`config.mk`:
```
export PLATFORM = sky130hd
export DESIGN_NAME = ecc_link_tx
export DESIGN_NICKNAME = d
export VERILOG_FILES = /design/src/rtl/ecc_link_tx.sv
export SDC_FILE = /design/constraint.sdc
export NUM_CORES = 1
export LEC_CHECK = 0
export ABC_AREA = 1
export CORE_MARGIN = 1.5
export CORE_UTILIZATION = 60
export CTS_CLUSTER_DIAMETER = 100
export DETAILED_ROUTE_END_ITERATION = 12
export PLACE_DENSITY_LB_ADDON = 0.3
export SLEW_MARGIN = 20
export SYNTH_ARGS = -nofsm -noshare
export SYNTH_HDL_FRONTEND = slang
export SYNTH_SLANG_ARGS = --single-unit
```
`constraint.sdc`:
```
create_clock -name clk -period 3.3 [get_ports clk]
set_input_delay 0.66 -clock clk [delete_from_list [all_inputs] [get_ports clk]]
set_output_delay 0.66 -clock clk [all_outputs]
set_load 0.005 [all_outputs]
```
`src/rtl/ecc_link_tx.sv`:
```
// ecc_link_tx: transmit end of the ECC-protected link.
// Encodes 32-bit words into 39-bit SEC-DED frames, buffers them in a
// small FIFO and serializes each frame LSB-first as five 8-bit beats
// framed by SOP/EOP. An optional single-bit injection hook corrupts a
// chosen frame bit so the receiver's decoder can be exercised.
module ecc_link_tx #(
   parameter int DEPTH = 4,
   parameter int CNT_W = 16
) (
   input  logic                     clk,
   input  logic                     rst_n,
   input  logic                     valid_in,
   input  logic [31:0]              data_in,
   output logic                     ready_in,
   input  logic                     inj_en,
   input  logic [5:0]               inj_pos,
   output logic                     tx_valid,
   input  logic                     tx_ready,
   output logic [7:0]               tx_data,
   output logic                     tx_sop,
   output logic                     tx_eop,
   output logic [$clog2(DEPTH):0]   fifo_level,
   output logic [CNT_W-1:0]         frames_sent
);

   localparam int PTR_W = $clog2(DEPTH);
   localparam int LVL_W = PTR_W + 1;

   typedef enum logic {
      IDLE,
      SEND
   } state_t;

   logic [38:0]      r_mem [DEPTH];
   logic [PTR_W-1:0] r_wrPtr;
   logic [PTR_W-1:0] r_rdPtr;
   logic [LVL_W-1:0] r_count;
   state_t           r_state;
   state_t           w_nextState;
   logic [39:0]      r_shift;
   logic [2:0]       r_beat;
   logic [CNT_W-1:0] r_sent;

   logic [38:0]      w_frame;
   logic             w_push;
   logic             w_pop;
   logic             w_notEmpty;
   logic             w_beatAcc;
   logic             w_frameDone;

   // Hamming(38,32) plus overall parity; data bits fill every
   // non-power-of-two position 3..38, check bit i covers positions with bit i set.
   function automatic logic [38:0] encode(input logic [31:0] d);
      logic [38:0] cw;
      logic [5:0]  h;
      int          k;
      cw = '0;
      h  = '0;
      k  = 0;
      for (int p = 1; p <= 38; p++) begin
         if ((p & (p - 1)) != 0) begin
            cw[p] = d[k];
            k++;
         end
      end
      for (int i = 0; i < 6; i++) begin
         for (int p = 1; p <= 38; p++) begin
            if (((p >> i) & 1) != 0) begin
               h[i] = h[i] ^ cw[p];
            end
         end
      end
      return {^{d, h}, h, d};
   endfunction

   assign ready_in    = (r_count != LVL_W'(DEPTH));
   assign w_push      = valid_in && ready_in;
   assign w_notEmpty  = (r_count != '0);
   assign fifo_level  = r_count;
   assign frames_sent = r_sent;

   assign tx_valid = (r_state == SEND);
   assign tx_data  = (r_state == SEND) ? r_shift[7:0] : 8'h00;
   assign tx_sop   = (r_state == SEND) && (r_beat == 3'd0);
   assign tx_eop   = (r_state == SEND) && (r_beat == 3'd4);

   // Encode the incoming word and apply the optional single-bit corruption.
   always_comb begin
      w_frame = encode(data_in);
      if (inj_en && (inj_pos <= 6'd38)) begin
         w_frame[inj_pos] = ~w_frame[inj_pos];
      end
   end

   // Frame storage; contents need no reset because the count guards reads.
   always_ff @(posedge clk) begin
      if (w_push) begin
         r_mem[r_wrPtr] <= w_frame;
      end
   end

   // FIFO pointers and occupancy; push and pop together leave the level unchanged.
   always_ff @(posedge clk or negedge rst_n) begin
      if (!rst_n) begin
         r_wrPtr <= '0;
         r_rdPtr <= '0;
         r_count <= '0;
      end else begin
         if (w_push) begin
            r_wrPtr <= r_wrPtr + PTR_W'(1);
         end
         if (w_pop) begin
            r_rdPtr <= r_rdPtr + PTR_W'(1);
         end
         case ({w_push, w_pop})
            2'b10:   r_count <= r_count + LVL_W'(1);
            2'b01:   r_count <= r_count - LVL_W'(1);
            default: r_count <= r_count;
         endcase
      end
   end

   // Serializer next-state: load from FIFO when idle, chain frames back-to-back.
   always_comb begin
      w_nextState = r_state;
      w_pop       = 1'b0;
      w_beatAcc   = 1'b0;
      w_frameDone = 1'b0;
      case (r_state)
         IDLE: begin
            if (w_notEmpty) begin
               w_pop       = 1'b1;
               w_nextState = SEND;
            end
         end
         SEND: begin
            if (tx_ready) begin
               w_beatAcc = 1'b1;
               if (r_beat == 3'd4) begin
                  w_frameDone = 1'b1;
                  if (w_notEmpty) begin
                     w_pop = 1'b1;
                  end else begin
                     w_nextState = IDLE;
                  end
               end
            end
         end
         default: w_nextState = IDLE;
      endcase
   end

   // Serializer state, shift register, beat index and sent-frame counter.
   always_ff @(posedge clk or negedge rst_n) begin
      if (!rst_n) begin
         r_state <= IDLE;
         r_shift <= '0;
         r_beat  <= '0;
         r_sent  <= '0;
      end else begin
         r_state <= w_nextState;
         if (w_pop) begin
            r_shift <= {1'b0, r_mem[r_rdPtr]};
            r_beat  <= '0;
         end else if (w_frameDone) begin
            r_shift <= '0;
            r_beat  <= '0;
         end else if (w_beatAcc) begin
            r_shift <= {8'h00, r_shift[39:8]};
            r_beat  <= r_beat + 3'd1;
         end
         if (w_frameDone) begin
            r_sent <= r_sent + CNT_W'(1);
         end
      end
   end

endmodule

```
==> impl_metrics.tcl <==
set metrics [dict create \
    synth.net_count 1325 \
    tightest_slew_ps 872 \
    maxCapViolations 0 \
    hold_viol 0 \
    die_w_microns 142 \
    drt_first_iter_violations 793 \
    synthesis.area_sq_mm 0.0116 \
    dp_slack_ps -317 \
    peakVddDrop_uv 341 \
    synth_adder_area_share 0.0103 \
    synth-edff-count 156 \
    synth_top_family_by_area "simple AND/OR/NAND/NOR gates" \
    clk_latency_ps 500 \
    crit_start "data_in[12]" \
    met1_usage 0.398 \
    io_buffers 73 \
    muxShareOfSynthArea 0.000968 \
    synth_seq_cells 222 \
    cts_buffers 23 \
    cts_buffer_depth 3 \
    setup_viol 0 \
    power_leakage_nw 6.23 \
    max_freq_mhz 328 \
    nNetsFinal 1477 \
    drive_gt1_frac 0.155 \
    postRouteAntennaNets 0 \
    vias 9533 \
    coreArea_sq_mm 0.0188 \
    grt_use_total 0.298 \
    num_antenna_cells 0 \
    start_kind "input pin" \
    worstSetupEndpoint "r_mem[0][14]$_DFFE_PP_" \
    synth.avg_cell_area_sq_um 9.14 \
    synth_top_cell_area_share 0.403 \
    grt_busiest_layer "met2" \
    synth_commonest_cells "nand2_1 (329), edfxtp_1 (156), inv_1 (147), nor2_1 (107), o21ai_0 (90)" \
    synth.distinct_cells 46 \
    met2_usage 0.513 \
    dr.pass1.iters 7 \
    ys_seq_area_frac 0.545 \
    rr_worst_depth 10 \
    grt_pass1_wl_microns 46700 \
    die_height_microns 142 \
    io_pins 74 \
    arrival_ps 3290 \
    finalWirelength_microns 29600 \
    yosysWarningCount 0 \
    synth_xor_area_frac 0.0345 \
    synth-compound-area-share 0.118 \
    wl_per_cell_microns 17.4 \
    hold_ws_ps 323 \
    cts.htree.levels 1 \
    clk_pin_slew_ps 60 \
    gp_congestion 1.00 \
    layout_min_cycle_time_ps 3050 \
    fin_ws_ps 249 \
    core.rowCount 50 \
    async_flop_share 0.297 \
    first_global_vias 9059 \
    tns_ps 0 \
    cts.sinks 222 \
    final_util 0.750 \
    cp_max_fo 7 \
    status "completed" \
    viasPerCell 5.60 \
    yosysTopAreaCell "edfxtp_1" \
    yosys-top-cells-area "edfxtp_1 (40%), dfrtp_1 (14%), nand2_1 (11%)" \
    synth.most_common_cell "nand2_1" \
    p_total_w 0.00989 \
    yosys.area_share.simple 0.213 \
    dp_hpwl_microns 20400 \
    grtUsageMet3 0.0306 \
    antenna_found_initial 0 \
    ys.flop_type "edfxtp_1" \
    start_util 0.618 \
    grt-ovfl-total 0 \
    grt_start_max_net_pins 82 \
    area.growth.synth_to_final_pct 21.4 \
    cts_tree "yes" \
    hold_path_class "in -> async" \
    dieArea_sq_mm 0.0202 \
    power_per_cell_area_mw_per_mm2 700 \
    maxSlewViolCount 0 \
    crit_required_ps 3540 \
    min_period_over_period 0.924 \
    drc 0 \
    path_class "in -> reg" \
    synth_cells 1273 \
    fin_worst_skew_ps 6.75 \
    cts.root.buffer_cell "clkbuf_16" \
    r2r_end "r_shift[33]$_DFFE_PN0P_" \
    ff2ff_setup_slack_ps 820 \
    maxSlewHeadroom 0.418 \
    crit_path_end_kind "flop" \
    worstReg2RegStart "r_beat[0]$_DFFE_PN0P_" \
]
-- sequential cells by signal (all words and copies together), names as in the netlist --
name and flops:
fifo_level 3, r_wrPtr 2, frames_sent 16, r_rdPtr 2, tx_valid 1, r_beat 3
r_shift 39, r_mem 156
-- logic make-up (layout without fill, tap and decap cells) --
logic type                 after synthesis  in the layout
adders and majority gates                9              9
muxes                                    1              1
xor gates and xnor gates                45             45
DFF                                    222            222
AOI/OAI and AO/OA                      220            220
and+or+nand+nor                        562            563
buffers and inverters                  214            382
-- power by group --
| group | switching (W) | internal, W |
|---|---|---|
| sequential | 0.000287 | 0.00375 |
| combinational | 0.00211 | 0.00122 |
| clock | 0.00102 | 0.00150 |
-- routing by layer --
metal / share of wire / vias to the layer above
met5: 0 / -
met2: 0.49 / 410
met4: 0.030 / 0
met1: 0.42 / 4486
li1: - / 4567
met3: 0.063 / 70
-- final cells by class --
| class | instances | area, sq um |
|---|---|---|
| clock buffer | 32 | 629 |
| sequential | 222 | 6340 |
| timing repair buffer | 186 | 1700 |
| fill | 1321 | 4700 |
| tap | 260 | 325 |
| multi-input combinational | 838 | 4440 |
| clock inverter | 10 | 114 |
| inverter | 154 | 578 |
-- through the flow --
stage | cells | instance area (sq um)
4_1_cts | 1700 | 14000
5_1_grt | 1702 | 14100
3_3_place_gp | 1658 | 13300
6_report | 1702 | 14100
3_5_place_dp | 1658 | 13300
2_1_floorplan | 1273 | 11600
-- worst min path at each step --
stage	slack (ps)	from	depth (start not counted)	end
after floorplan	360	rst_n	0	fifo_level[0]$_DFFE_PN0P_
after global routing	410	rst_n	2	fifo_level[1]$_DFFE_PN0P_
final	320	rst_n	2	fifo_level[2]$_DFFE_PN0P_
after CTS	370	rst_n	2	fifo_level[2]$_DFFE_PN0P_
after global placement	450	frames_sent[15]$_DFFE_PN0P_	1	frames_sent[15]$_DFFE_PN0P_
after detailed placement	460	frames_sent[15]$_DFFE_PN0P_	1	frames_sent[15]$_DFFE_PN0P_
-- layout by cell type (no fill, tap or decap), drive strengths merged, types with 28 or more instances in the layout --
cell,n
nand2,351
edfxtp,156
inv,154
buf,113
nor2,108
o21ai,91
nand3,74
dfrtp,66
clkdlybuf4s50,59
a21oi,42
clkbuf,33
o22ai,30
xor2,28
-- repair_timing --
| action | CTS | global route |
|---|---|---|
| endpoints found under the setup margin | 0 | 150 |
| buffers inserted | 0 | 0 |
| resized for setup | 0 | 14 |
| hold buffers | 0 | 0 |
-- critical path, stage by stage --
cell             delay, ps
clkdlybuf4s50_1        670
xnor2_2                170
buf_4                  150
xor2_1                 160
nand2_1                 80
nand2_1                100
nand2_1                 70
nand2_1                 70
nand3_1                 60
nand2_1                 80
nand3_1                 90
nand2_2                 90
inv_2                   30
nand2_1                 50
nand2_1                 50
nand2_1                 70
nand2_2                110
nand2_8                130
buf_12                 140
nand3_2                 50
nand2_1                110
inv_1                  100
Note: power is estimated with default switching activity, not from simulation.
